## src/rtl/clk_gate_pkg.sv

```systemverilog
// clk_gate_pkg: shared state encodings and widths for the clock-gate controller
package clk_gate_pkg;
   typedef enum logic [1:0] {
      ST_ACTIVE = 2'd0,
      ST_GATED  = 2'd1,
      ST_WAKING = 2'd2
   } state_t;
   localparam int IDLE_W = 8;
endpackage

```

## src/rtl/sat_counter.sv

```systemverilog
// sat_counter: synchronous-clear up counter that sticks at all-ones
module sat_counter #(
   parameter int W = 16
) (
   input  logic         clk,
   input  logic         clr_i,
   input  logic         inc_i,
   output logic [W-1:0] cnt_o
);
   logic [W-1:0] cnt_q;
   always_ff @(posedge clk) begin
      if (clr_i) cnt_q <= '0;
      else if (inc_i && cnt_q != '1) cnt_q <= cnt_q + 1'b1;
   end
   assign cnt_o = cnt_q;
endmodule

```

## src/rtl/clk_gate_ctrl.sv

```systemverilog
// clk_gate_ctrl: idle-driven clock-gate enable with settle window and wake handshake
module clk_gate_ctrl
   import clk_gate_pkg::*;
#(
   parameter int IDLE_THRESH = 16,
   parameter int WAKE_DELAY  = 2,
   parameter int CNT_W       = 16
) (
   input  logic              clk,
   input  logic              rst_n,
   input  logic              allow_gate_i,
   input  logic              busy_i,
   input  logic              wake_req_i,
   output logic              clk_en_o,
   output logic              gated_o,
   output logic              wake_ack_o,
   output logic [IDLE_W-1:0] idle_cnt_o,
   output logic [CNT_W-1:0]  gate_count_o
);
   localparam logic [IDLE_W-1:0] IDLE_LAST = IDLE_W'(IDLE_THRESH - 1);
   localparam logic [7:0] WAKE_LAST = 8'((WAKE_DELAY == 0) ? 0 : WAKE_DELAY - 1);
   state_t            state_q;
   logic              clk_en_q, gated_q, ack_q, ack_done_q;
   logic [IDLE_W-1:0] idle_q;
   logic [7:0]        timer_q;
   logic              idle, wake, gate_d;
   assign idle   = allow_gate_i & ~busy_i & ~wake_req_i;
   assign wake   = busy_i | wake_req_i | ~allow_gate_i;
   assign gate_d = rst_n && state_q == ST_ACTIVE && idle && idle_q == IDLE_LAST;
   always_ff @(posedge clk) begin
      if (!rst_n) begin
         state_q    <= ST_ACTIVE;
         clk_en_q   <= 1'b1;
         gated_q    <= 1'b0;
         ack_q      <= 1'b0;
         ack_done_q <= 1'b0;
         idle_q     <= '0;
         timer_q    <= '0;
      end else begin
         case (state_q)
            ST_ACTIVE: begin
               if (gate_d) begin
                  state_q  <= ST_GATED;
                  clk_en_q <= 1'b0;
                  gated_q  <= 1'b1;
                  idle_q   <= '0;
               end else idle_q <= idle ? idle_q + 1'b1 : '0;
            end
            ST_GATED: begin
               if (wake) begin
                  state_q  <= (WAKE_DELAY == 0) ? ST_ACTIVE : ST_WAKING;
                  clk_en_q <= 1'b1;
                  gated_q  <= 1'b0;
                  timer_q  <= '0;
               end
            end
            default: begin
               // settle window: only reset can interrupt it
               idle_q  <= '0;
               timer_q <= timer_q + 1'b1;
               if (timer_q == WAKE_LAST) state_q <= ST_ACTIVE;
            end
         endcase
         ack_q <= state_q == ST_ACTIVE && wake_req_i && !ack_done_q;
         if (!wake_req_i) ack_done_q <= 1'b0;
         else if (state_q == ST_ACTIVE) ack_done_q <= 1'b1;
      end
   end
   sat_counter #(.W(CNT_W)) u_cnt (
      .clk   (clk),
      .clr_i (~rst_n),
      .inc_i (gate_d),
      .cnt_o (gate_count_o)
   );
   assign clk_en_o   = clk_en_q;
   assign gated_o    = gated_q;
   assign wake_ack_o = ack_q;
   assign idle_cnt_o = idle_q;
endmodule

```

## config.mk

```make
export PLATFORM = sky130hd
export DESIGN_NAME = clk_gate_ctrl
export DESIGN_NICKNAME = d
export VERILOG_FILES = /design/src/rtl/clk_gate_pkg.sv /design/src/rtl/sat_counter.sv /design/src/rtl/clk_gate_ctrl.sv
export SDC_FILE = /design/constraint.sdc
export NUM_CORES = 1
export LEC_CHECK = 0
export ABC_AREA = 1
export ABC_CLOCK_PERIOD_IN_PS = 2580
export CAP_MARGIN = 40
export CORE_MARGIN = 5
export CORE_UTILIZATION = 50
export DETAILED_ROUTE_END_ITERATION = 6
export GPL_TIMING_DRIVEN = 0
export PLACE_DENSITY = 0.85
export SLEW_MARGIN = 30
export SYNTH_ARGS = -nofsm -noshare
export SYNTH_HDL_FRONTEND = slang
export SYNTH_SLANG_ARGS = --single-unit
```

## constraint.sdc

```tcl
create_clock -name clk -period 2.58 [get_ports clk]
set_input_delay 0.387 -clock clk [delete_from_list [all_inputs] [get_ports clk]]
set_output_delay 0.387 -clock clk [all_outputs]
set_load 0.01 [all_outputs]
```

### Word-level counts from Yosys, hierarchy flattened

Cells that the tools add are included.

* add/sub/neg operators: 3
* eq/ne operators: 6
* mux-type cells: 15
* bitwise operators: 8
* reduce and logical (&&, ||, !) cells: 14

Operator list (count)
* $pmux W8 S2: 2
* $mux W8: 3
* $add A16 B1 Y16 const B: 1
* $add A8 B1 Y8 const B: 2
* $ne A16 B16 Y1 const B: 1
* $eq A8 B1 Y1 const B: 1
* $eq A8 B4 Y1 const B: 1
* $logic_and A1 B1 Y1: 6
* $mux W2: 3
* $reduce_and A3 Y1: 2
* $mux W1: 4
* $not A1 Y1: 4
* $pmux W1 S2: 2
* $pmux W2 S2: 1
* $reduce_and A2 Y1: 2
* $reduce_bool A3 Y1: 1
* $and A1 B1 Y1: 2
* $eq A2 B1 Y1 const B: 1
* $logic_not A2 Y1: 1
* $ne A2 B1 Y1 const B: 1
* $ne A2 B2 Y1 const B: 1
* $or A1 B1 Y1: 2
* $reduce_bool A2 Y1: 1
* $logic_not A1 Y1: 1

* register bits: 38
* bits of input ports: 5
* output and inout port bits: 27

### Depth between registers and ports, before layout

Gate-level depths: netlist (run 1).

* word-level depth: 7
* gate-level depth with buffers: 10
* gate-level depth less buffers: 9

### Hierarchy

Synthesis (run 1) repeated with hierarchy kept, for this count alone.

* cells, all modules: 316
* area total of the unflattened synthesis: 2088.3 µm²

Modules (own cells, without submodules)
* clk_gate_ctrl: times used 1, cells an instance 167, area an instance 1158.6 µm²
* sat_counter: times used 1, cells an instance 149, area an instance 929.6 µm²

### Least setup slack after synthesis (run 1)

OpenSTA, ideal clock, no wires.

* kind: register -> register
* from: reg u_cnt.cnt_q[0], in the netlist u_cnt.cnt_o[0]
* to: reg u_cnt.cnt_q[3], in the netlist u_cnt.cnt_o[3]
* arrival: 1.601 ns
* data required time: 2.514 ns
* slack: 0.913 ns
* cell stages (with the launch flop): 11
* buffers on the path: 1
* clock period less this slack: 1.667 ns
* path through: dfxtp_1 > ha_1 > nand3_1 > inv_2 > nand2_4 > nor2_8 > inv_2 > nand2_4 > buf_12 > nand2_1 > a21oi_2

* longest elaborated chain between the ends: 2
* elaborated cells between the ends (all ways): 3

RTL lines
* start: declaration: line sat_counter.sv:10 `logic [W-1:0] cnt_q;`
* start signal: assignment: line sat_counter.sv:13 `else if (inc_i && cnt_q != '1) cnt_q <= cnt_q + 1'b1;`
* parallel branches: the longest is 2 deep, another holds $add A16 B1 Y16

Several ways; the timed one is not identified.
A chain may end at the register's enable or synchronous reset.

### Final worst setup path (run 1)

* from: reg u_cnt.cnt_q[0], in the netlist u_cnt.cnt_o[0]
* to: reg u_cnt.cnt_q[4], in the netlist u_cnt.cnt_o[4]

Same word-level chain as after synthesis.

==> results.txt, run 1 <==
- The run finished with clean final reports.
* Total via count after detailed routing: between 2000 and 2500
- Cell types occupying the most area after synthesis: dfxtp_1 (35%), nand2_1 (17%), inv_1 (5.3%), nor2_1 (5.1%), a21oi_1 (4.8%)
* Total die area: around 0.0058 mm^2
- Synth Cell Area: 0.002205 mm^2
- Syn Area/Cell: just under 7 um^2
- Power per cell area: ~430 mW/mm^2
- The most critical setup path has its endpoint at u_cnt.cnt_o[4].
* Slowest cell delay on critical path: between 0.4 and 0.5 ns
- The filler cells instantiated in the layout total 400.
- Net count after synthesis: 330
- Post-synthesis to final-layout area growth: 22.19%
* Clock Sink Count: 38
* Worst ir drop on vdd: between 0.2 and 0.3 mV
- The synthesized design contains 38 register bits.
* Proportion of synthesized chip area in sequential cells: 0.3451
* GRT Residual Overflow: 0
* Element type at the critical path end: flop
* Clk Tree Root Cell: clkbuf_8
* TritonCTS buffer count: 5
- Count of boundary I/O pins: 32
* Type of the setup path with the least slack: reg2reg
- Across every metal layer, demand over resource in global routing totals 0.1822.
- Clock-pin slew was measured on the worst setup and hold paths at roughly 0.080 ns.
- The number of pins with negative max-slew slack in the final report is 0.
- The endpoint identified for the worst register-to-register timing path is u_cnt.cnt_o[4].
- TritonCTS built the clock tree.
- The congestion estimate from routability-driven global placement came to approximately 0.85.
- Max-cap violations in this run came to 0.
- Along the worst path, the maximum fanout reaches 10.
- For the worst setup path, the data required time is 2.81 ns.
- Top-count cell post-synth: nand2_1
- After detailed routing, the number of remaining DRC violations is 0.
- Of the post-synthesis cell area, the dominant cell type holds 0.3451.
* Placement-stage cell area: around 0.0026 mm^2
- Counting cells, the worst reg-to-reg path comes to 10.
- The clock passes through at most 2 buffers.
- On the final layout, the worst clock skew is around 0.0084 ns.
- Amount of wire on met2 after detailed routing: between 2000 and 2500 um
- Number of violations reported at the end of detailed-routing iteration 0: 190
- Largest net degree at the start of global routing: 14
* Cell variety after synth: 29
* Routed wirelength normalized by instance count: ~12 um
- Met1 WL: between 2000 and 2500 um
- Uppermost layer routed: met4
- In this run the critical register-to-register path is launched from u_cnt.cnt_o[0].
- Die outline height: between 70 and 80 um
- The count of nets left with antenna violations once routing finished came out at 0.
* Routed Wire Length: just over 5000 um
- The first global-routing pass estimated between 8000 and 9000 um of wire.
- Post-layout nets: about 370
- Initial DRT Pass Iterations: 4
- Post-synth EDFFs: 0
- After clock tree synthesis, the repair step resized 0 gates.
- Synth cell count leaders: nand2_1 (100), dfxtp_1 (38), inv_1 (31)
- The final hold violation count is 0.
- For this run, asynchronously set or reset flops after synthesis account for 0.
- The Yosys step of the flow raised 0 warnings.
- The repair_antennas step left the layout with diodes totalling 0.
- Source of the critical timing path: u_cnt.cnt_o[0]
- In this run the number of H-tree levels came out at 2.
* Critical-path cell list: ha_1 > nand3_1 > inv_2 > nand2_4 > nor2_8 > inv_2 > nand2_4 > buf_12 > nand2_1 > a21oi_2
- Setup violations remaining at the end of the flow were counted as 0.
- Detailed-placement wirelength estimate: approximately 3700 um
* Class of the tightest hold or removal check: reg2reg
- Hold repair after CTS inserted 0 buffers.
- Post-synth top flop: dfxtp_1
* Share of post-route cells with drive strength above 1: 0.1250
- Peak Freq: roughly 0.54 GHz
* Vias per std cell: between 5 and 6
* Standard-cell rows: 24
- Accumulated negative setup slack: 0 ns
- Period minus WS final: about 1.8 ns
- Clock Latency Late Sink: about 0.30 ns
- After clock tree synthesis, the setup repair step added 0 buffers.
- Critical path launch point type: flop
* Post-route cell area: approximately 0.0027 mm^2
- Setup repair after global routing left no endpoint under its margin.
- Effective utilization at floorplan: 0.5098
* Crit path DAT: approximately 2.1 ns
- Pleak: between 0.9 and 1 nW
* Slack of the worst reg-to-reg path: around 0.74 ns
* Placeable core region: approximately 0.0043 mm^2
- Worst Tran Pin Value: 0.5969 ns
* Syn Inst Count: about 320
- The initial antenna violation count is 0.
- Worst slew margin relative to its limit: 0.6021
* Routed wl met3: between 300 and 400 um
- Port buffering added 31 buffers.
- The number of global-route vias before repair came to about 2100.
- Measured along the x axis, the die boundary spans 76.40 um.
- Final clock period utilization by the worst path: 0.7139
- The biggest area contributor in the post-synthesis netlist is dfxtp_1.
* Worst path slowest cell: dfxtp_1
through the flow:
step	instances	setup slack, ns	utilization	hold WS (ns)	total power, mW
global placement	404	0.5101	0.5966	0.4108	0.6402
floorplan	321	0.9129	-	0.3998	0.6242
CTS	412	0.7263	0.6230	0.4555	1.157
global route	412	0.6057	0.6230	0.4701	1.190
finish	412	0.7382	0.6230	0.4536	1.149
detailed placement	404	0.5063	0.5966	0.4378	0.6413
metal layers:
| layer | GRT usage | vias to the layer above |
|---|---|---|
| li1 | - | 1113 |
| met1 | 0.2182 | 979 |
| met2 | 0.3134 | 67 |
| met3 | 0.04610 | 10 |
| met4 | 0.06294 | 0 |
| met5 | 0 | - |
state kept, by name, indices dropped and copies added, names as in the netlist:
register,flops
state_q,2
wake_ack_o,1
gated_o,1
u_cnt.cnt_o,16
ack_done_q,1
idle_cnt_o,8
timer_q,8
clk_en_o,1
report_power, final:
part	switching [mW]	internal, mW	leakage [nW]
clock network	0.234	0.288	0.0504
registers	0.00176	0.588	0.307
logic	0.0217	0.0155	0.638
total	0.257	0.892	0.995
cell families (layout without fill, tap and decap cells):
kind of cell,after synthesis,in the layout,synth area share
AO/OA/AOI/OAI,46,46,0.1266
XOR/XNOR,7,7,0.02781
adder cells (fa/ha/maj),4,4,0.02270
buffers and inverters,41,80,0.08797
flip-flops,38,38,0.3451
AND/OR/NAND/NOR,185,185,0.3899
placed cells by master, fill, tap and decap left out, types with 4 or more instances in the layout:
cell,netlist,layout
nand2_1,100,100
dfxtp_1,38,38
inv_1,31,31
clkdlybuf4s50_1,0,31
nor2_1,30,30
a21oi_1,21,21
nand4_1,16,16
nand3_1,15,15
o21ai_0,10,10
a21oi_2,10,10
nand2_2,7,7
xnor2_1,5,5
clkbuf_8,0,5
ha_1,4,4
worst min-delay path by stage:
| stage | startpoint | endpoint | slack, ns | cells after the start |
|---|---|---|---|---|
| after floorplan | ack_done_q | wake_ack_o | 0.40 | 1 |
| after global placement | ack_done_q | wake_ack_o | 0.41 | 1 |
| after detailed placement | clk_en_o | clk_en_o | 0.44 | 2 |
| after CTS | clk_en_o | clk_en_o | 0.46 | 2 |
| after global routing | gated_o | gated_o | 0.47 | 2 |
| final | gated_o | gated_o | 0.45 | 2 |
area by class of cell:
class                   instances  area [um^2]  area share
multi-input cells             242         1250      0.4640
repair buffers                 31        310.3      0.1152
flip-flops and latches         38        760.7      0.2824
plain buffers                   7        66.31     0.02462
inverters                      34        127.6     0.04738
well taps                      52        65.06     0.02415
clock inverters                 3        45.04     0.01672
clock buffers                   5        68.82     0.02555
worst max-delay path, delay by kind of cell, from the launching register on:
kind / cells / cell delay (ns)
buffers and inverters: 3 / 0.33
adder cells (fa/ha/maj): 1 / 0.30
AND/OR/NAND/NOR: 5 / 0.56
flip-flops: 1 / 0.46
AO/OA/AOI/OAI: 1 / 0.14
(Power assumes the default switching activity.)
==> run 2, diff against run 1 <==
Settings changed: ABC_CLOCK_PERIOD_IN_PS 2580 to 1500, CORE_UTILIZATION 50 to 49, PLACE_DENSITY 0.85 to 0.87.
Clock period 2.58 ns to 1.5 ns, I/O delays scaled along.
==> run 2 against run 1 <==
  * The run now ends with setup timing left
  * Non-clock buffer count up 26
  * Via count is 15% higher
  * Sequential power increased by 69%
  * Final area is 18% higher
  * Critical endpoint is now u_cnt.cnt_o[14]
  * Largest cell class unchanged
  * Highest routed layer unchanged
==> results.txt, run 2 (synthesis gave the netlist of run 1 again) <==
- TritonCTS clock tree: built
- Global-route wire length before repair: 9729 um (+8.2%)
- The initial antenna violation count was 0 (unchanged).
- Clock Latency Late Sink: 0.30 ns (about the same)
- The number of buffer cells added on primary ports is 31 (unchanged).
* Final clock period utilization by the worst path: 1.001 (+0.2873)
* Power per cell area: 681.3 mW/mm^2 (+60%)
* Detailed-placement wirelength estimate: 3735 um (-0.16%)
- The switching share of power was 0.2142 (-0.009715).
* Number of maximum-capacitance violations: 0 (unchanged)
- The initial core utilization is 0.5063 (-0.003516).
* Crit path DAT: 1.73 ns (-0.35 ns)
* Final setup viols: 1 (+1)
- The static leakage is 1.321 nW (+33%).
- Crit path max fanout: 5 (-5)
- The data required time at the worst endpoint came to 1.73 ns (-1.08 ns).
* Vias per std cell: 5.680 (+7.9%)
* Routed Wire Length: 6811 um (+33%)
- The worst path buffer plus inverter count was 2 (-1).
- The final hold violation count came to 0 (unchanged).
- GP Congestion: 0.9056 (+6.1%)
- Total count of max-transition violations in the final report: 0 (unchanged)
- The flip-flop count of the largest register after layout is 16 (unchanged).
- The largest net degree at the start of global routing came to 14 (unchanged).
* Internal cell power: 1.696 mW (+90%)
- Commonest non-fill, non-tap cell in the layout: nand2_1
* Worst path slowest cell: dfxtp_2
- The clock transition at the registers of the reported paths came to 0.09 ns (about the same).
- The I/O pin total came to 32 (unchanged).
- Standard-cell rows: 24 (unchanged)
* Commonest cells after routing, fill and taps aside: nand2_1 (95), inv_1 (30), nor2_1 (24), buf_4 (22), clkdlybuf4s50_1 (20)
- Critical path launch point type: flop
* Post-layout nets: 394 (+7.1%)
- The first-pass iteration count of the detailed router was 5 (+1).
- Clk Tree Root Cell: clkbuf_8
- The level count of the clock H-tree is 2 (unchanged).
- The largest buffer count on any clock path is 2 (unchanged).
* Post-route cell area: 0.003168 mm^2 (+18%)
* Outcome: finished, violations left
* Number of violations reported at the end of detailed-routing iteration 0: 220 (+16%)
- Post-synthesis to final-layout area growth: 43.70%
- Period minus WS final: 1.502 ns (-0.3400 ns)
* Power share of the clock group: 0.501 (+0.047)
- Unrepaired setup endpoints after global routing: true
* Part of the power in registers: 0.463 (-0.051)
- Routed wirelength normalized by instance count: 15.55 um (+25%)
- Slowest cell delay on critical path: 0.42 ns (-0.04 ns)
* Global Route Usage Sum: 0.1951 (+0.01294)
- Post-Place Worst Slack: -0.4152 ns (-0.9215 ns)
- Hold_buf cts: 0 (unchanged)
* Peak Freq: 0.6659 GHz (+23%)
- Inserted Diodes: 0 (unchanged)
* Clock Sink Count: 38 (unchanged)
- The total overflow reported by the global router is 0 (unchanged).
- The setup skew after layout is 0.009534 ns (+0.001182 ns).
- DR DRC count: 0 (unchanged)
* Most numerous cell on the critical path: nand2_4
* Placement-stage cell area: 0.002600 mm^2 (+0.78%)
- The remaining number of nets flagged by the antenna check after routing is 0 (unchanged).
- The number of buffers added by the clock tree synthesis step came to 5 (unchanged).
- The die height is 77.08 um (+0.88%).
- The checks that failed: setup timing.
- Total via count after detailed routing: 2488 (+15%)
- Power share of the combinational group: 0.036 (+0.004)
* Worst Tran Pin Value: 0.6255 ns (+0.02856 ns)
- Worst slew margin relative to its limit: 0.5830 (-0.01904)
- The worst setup path is captured at a flop.
- Family with the most delay on the worst path: simple AND/OR/NAND/NOR gates
* Type of the setup path with the least slack: reg2reg
- Final Worst Setup Slack: -0.001723 ns (-0.7400 ns)
- The floorplan die area came to 0.005941 mm^2 (+1.8%).
- The maximum resistive drop on vdd came to 0.3583 mV (+23%).
- The fraction of layout instances using a drive strength above 1 was 0.3031 (+0.1781).
- The floorplan die width is 77.08 um (+0.88%).
* Filler Cell Count: 290 (-28%)
* Total net switching power: 0.4622 mW (+80%)
- The tightest min-delay check is of the in2reg type.
* Vias in the first global route: 2132 (+3.3%)
- Placeable core region: 0.004354 mm^2 (+0.69%)
- Critical-path cell list: nand2_1 > nor2_4 > nand2_4 > nor2_8 > inv_2 > nand2_4 > clkbuf_16 > nand2_2 > a21oi_2
## run 2: power by group through the flow
stage	combinational, mW	clock, mW	sequential (mW)
final	0.0767	1.08	1.00
after global routing	0.0822	1.13	1.00
after CTS	0.0644	1.08	1.01
after detailed placement	0.0644	0	1.04
after global placement	0.0630	0	1.04
after floorplan	0.0339	0	1.04
## run 2: cell type report
type                            instances  area (um^2)  share of cell area
Tap cell                               52        65.06             0.02054
Multi-Input combinational cell        242         1400              0.4419
Buffer                                  7        73.82             0.02330
Clock buffer                            5        68.82             0.02172
Inverter                               34        130.1             0.04107
Timing Repair Buffer                   57        546.8              0.1726
Sequential cell                        38        814.5              0.2571
Clock inverter                          3        68.82             0.02172
## run 2: what timing repair did
action,in CTS,in global routing
pin swaps,7,20
resized for setup,34,50
gates cloned,1,1
setup endpoints to repair,46,28
buffers inserted,10,14
## run 2: worst min-delay path, cell delays in order
cell and delay [ns]:
dlygate4sd2_1 0.31, nand2_1 0.09, a21oi_1 0.03
## run 2: final timing paths
kind	from	end	slack (ns)	cells past startpoint
worst max-delay path	u_cnt.cnt_o[7]	u_cnt.cnt_o[14]	-0.002	9
worst max register to register	u_cnt.cnt_o[7]	u_cnt.cnt_o[14]	-0.002	9
worst min-delay path	rst_n	idle_cnt_o[3]	0.39	3
worst min register to register	clk_en_o	clk_en_o	0.45	2
## run 2: per-layer routing
| layer | wire [um] | part of all wire | track usage |
|---|---|---|---|
| met4 | 192 | 0.028 | 0.05842 |
| met3 | 549 | 0.081 | 0.03981 |
| met2 | 3358 | 0.49 | 0.3413 |
| met1 | 2711 | 0.40 | 0.2395 |
| met5 | 0 | 0 | 0 |
## run 2: per-stage QoR
stage               hold WS [ns]  power [mW]  setup TNS [ns]  instances  utilization
floorplan                 0.3478       1.074               0        321            -
global placement          0.4104       1.101          -9.678        404       0.5971
detailed placement        0.4331       1.103          -10.61        404       0.5971
CTS                       0.3928       2.155               0        423       0.6595
global route              0.4161       2.213         -0.8885        438       0.7276
finish                    0.3874       2.158       -0.001723        438       0.7276
==> run 3, diff against run 2 <==
Settings changed: CORE_UTILIZATION 49 to 45, PLACE_DENSITY 0.87 to 0.82.
==> run 3 against run 2 <==
  * The flow now finishes without violations
  * Register-to-register slack barely moved
  * Clock power decreased by 17%
  * Combinational power shrank 6.8%
  * Worst hold slack gained 0.036 ns
  * Flip-flop and latch count unchanged
  * First-iteration DRC count fell by 30%
  * Power down 8.5%
  * Critical path depth is the same
  * Via count is 7.9% lower
  * Non-clock buffer count shrank 5
  * Worst setup slack better by 0.0020 ns
  * Global-route usage decreased by 0.83 points
  * Largest cell class unchanged
==> results.txt, run 3 (synthesis gave the netlist of run 1 again) <==
- The level count of the clock H-tree was 2 (unchanged).
- I/O Buffers: 31 (unchanged)
- The actual transition at the worst max-transition pin is 0.7256 ns (+0.1001 ns).
- Routed Wire Length: 5741 um (-16%)
- The data required time at the worst endpoint came to 1.72 ns (about the same).
- The number of inserted filler cells in the final layout is 403 (+39%).
- The minimum clock period was 1.500 ns (-0.002005 ns).
- Setup repair after global routing could not meet its margin everywhere.
- Power share of the combinational group: 0.036 (about the same)
* Internal cell power: 1.563 mW (-7.8%)
* Routed wirelength normalized by instance count: 12.84 um (-17%)
- The portion of the clock cycle consumed by the worst path in the final layout was 0.9998 (-0.001337).
- Class of the tightest hold or removal check: in2reg
- Vias per std cell: 5.128 (-9.7%)
- Most numerous cell on the critical path: nand2_4
- In this run the most used layer during global routing was met2.
* Post-layout instance count excluding filler cells: 447 (+2.1%)
- Number of maximum-capacitance violations: 0 (unchanged)
* Inserted Diodes: 0 (unchanged)
* Global-route wire length before repair: 9687 um (-0.43%)
- Slowest cell delay on critical path: 0.39 ns (-0.03 ns)
- The library cell used most frequently in the layout, excluding fill and tap cells, is nand2_1.
- The TritonCTS sink count was 38 (unchanged).
- Total net switching power: 0.4112 mW (-11%)
- Depth of the critical timing path with buffers and inverters included: 9 (unchanged)
* Global Route Usage Sum: 0.1869 (-0.008251)
- GR met3 Demand/Resource: 0.04966 (+0.009849)
* Buffers plus inverters on the worst setup path: 2 (unchanged)
- Peak Freq: 0.6668 GHz (+0.13%)
* Antenna-violating nets left: 0 (unchanged)
- Clk Tree Root Cell: clkbuf_8
- The biggest fanout along the worst timing path was 6 (+1).
- The detailed-route via count is 2292 (-7.9%).
* Initial antenna violation count: 0 (unchanged)
- The core region area is 0.004755 mm^2 (+9.2%).
- The number of pins with negative max-slew slack in the final report came to 0 (unchanged).
* Critical path launch point type: flop
- The fraction of layout instances using a drive strength above 1 came to 0.3000 (-0.003109).
- The placed wire-length estimate came to 3728 um (-0.20%).
* TritonCTS clock tree: built
- The total overflow reported by the global router came to 0 (unchanged).
* Multi-input gate area: 0.001358 mm^2 (-3.0%)
- Clock-pin slew of the registers on the worst-case setup and hold paths: 0.08 ns (about the same)
* Total die area: 0.006399 mm^2 (+7.7%)
* Met1 usage in global routing: 0.2250 (-0.01457)
- The run finished with clean final reports.
* Largest net degree at the start of global routing: 12 (-2)
- Type of the setup path with the least slack: reg2reg
- The final net count was 389 (-1.3%).
* Crit path DAT: 1.72 ns (about the same)
* Post-synthesis to final-layout area growth: 39.56%
- The largest buffer count on any clock path came to 2 (unchanged).
- The number of global-route vias before repair was 2229 (+4.5%).
- Count of boundary I/O pins: 32 (unchanged)
- Storage element area: 809.5 um^2 (-0.61%)
- Part of the power in registers: 0.508 (+0.045)
- Total placed cells including tap cells: 419 (+3.7%)
* Critical-path cell list: nand2_1 > nor2_4 > nand2_4 > nor2_8 > inv_2 > nand2_4 > clkbuf_16 > nand2_2 > a21oi_2
- The share of power burned in the clock network was 0.456 (-0.045).
- The first-pass iteration count of the detailed router came to 4 (-1).
* Largest register FFs: 16 (unchanged)
- The insertion delay of the later-clocked pin in the worst-skew pair was 0.30 ns (about the same).
- The number of DRC violations after detailed routing is 0 (unchanged).
- The die height came to 80.00 um (+3.8%).
- GP Congestion: 0.9094 (+0.42%)
* Switching fraction of total power: 0.2082 (-0.005918)
* Worst hold slack: 0.4233 ns (+0.03585 ns)
- Worst ir drop on vdd: 0.6762 mV (+89%)
- The final number of setup-violating endpoints is 0 (-1).
- The setup skew after layout is 0.01210 ns (+0.002567 ns).
* Commonest cells after routing, fill and taps aside: nand2_1 (92), inv_1 (29), nor2_1 (24), clkdlybuf4s50_1 (22), a21oi_1 (19)
* Number of violations reported at the end of detailed-routing iteration 0: 153 (-30%)
- Cells on Worst Hold Path: 3 (unchanged)
- TritonCTS buffer count: 5 (unchanged)
- The worst setup path is captured at a flop.
- Effective utilization at floorplan: 0.4637 (-0.04264)
* Family with the most delay on the worst path: simple AND/OR/NAND/NOR gates
* Worst slew margin relative to its limit: 0.5163 (-0.06675)
- The floorplan die width came to 80.00 um (+3.8%).
- Worst path slowest cell: dfxtp_2
- The areal power density over the cells was 641.7 mW/mm^2 (-5.8%).
- The number of placement rows came to 25 (+4.2%).
- The final hold violation count is 0 (unchanged).
- Met2 track utilization from global routing: 0.3278 (-0.01344)
* Pleak: 1.293 nW (-2.1%)
- The count of cells along the worst register-to-register path was 9 (unchanged).
run 3: stage by stage:
step / TNS (ns) / power, mW / setup slack (ns) / cell area [um^2] / utilization
floorplan: 0 / 1.074 / 0.001489 / 2225 / -
global placement: -10.21 / 1.102 / -0.4070 / 2619 / 0.5508
detailed placement: -10.80 / 1.103 / -0.4120 / 2619 / 0.5508
CTS: 0 / 1.988 / 0.008001 / 2867 / 0.6029
global route: -0.3729 / 2.038 / -0.05182 / 3077 / 0.6471
finish: 0 / 1.974 / 0.0002822 / 3077 / 0.6471
run 3: tightest hold or removal path: stages:
cell	delay (ns)
dlygate4sd2_1	0.33
nand2_1	0.10
a21oi_1	0.03
run 3: final cells by class:
cell class / count / area share
inverters: 34 / 0.04148
clock inverters: 1 / 0.009760
well taps: 67 / 0.02725
clock buffers: 6 / 0.02684
flip-flops and latches: 38 / 0.2631
plain buffers: 7 / 0.02399
repair buffers: 52 / 0.1663
multi-input cells: 242 / 0.4412
run 3: routing by layer:
metal | vias to the layer above | part of all wire
met5 | - | 0
met4 | 0 | 0.020
met3 | 17 | 0.048
met2 | 73 | 0.50
met1 | 1049 | 0.43
li1 | 1153 | -
run 3: what timing repair did:
action / in CTS / in global routing
hold buffers: 0 / 0
setup endpoints to repair: 45 / 34
gates resized for setup: 30 / 45
buffers inserted: 11 / 8
cloned: 0 / 2
pin swaps: 7 / 14
run 3: worst paths after layout:
path,start,endpoint,slack [ns]
max,u_cnt.cnt_o[8],u_cnt.cnt_o[7],0.0003
min,rst_n,idle_cnt_o[3],0.42
max reg2reg,u_cnt.cnt_o[8],u_cnt.cnt_o[7],0.0003
min reg2reg,ack_done_q,wake_ack_o,0.43
run 3: power groups by stage:
stage	logic (mW)	registers, mW	clock network [mW]
6_report	0.0715	1.00	0.900
3_3_place_gp	0.0637	1.04	0
4_1_cts	0.0665	1.01	0.910
2_1_floorplan	0.0339	1.04	0
5_1_grt	0.0779	1.00	0.956
3_5_place_dp	0.0644	1.04	0
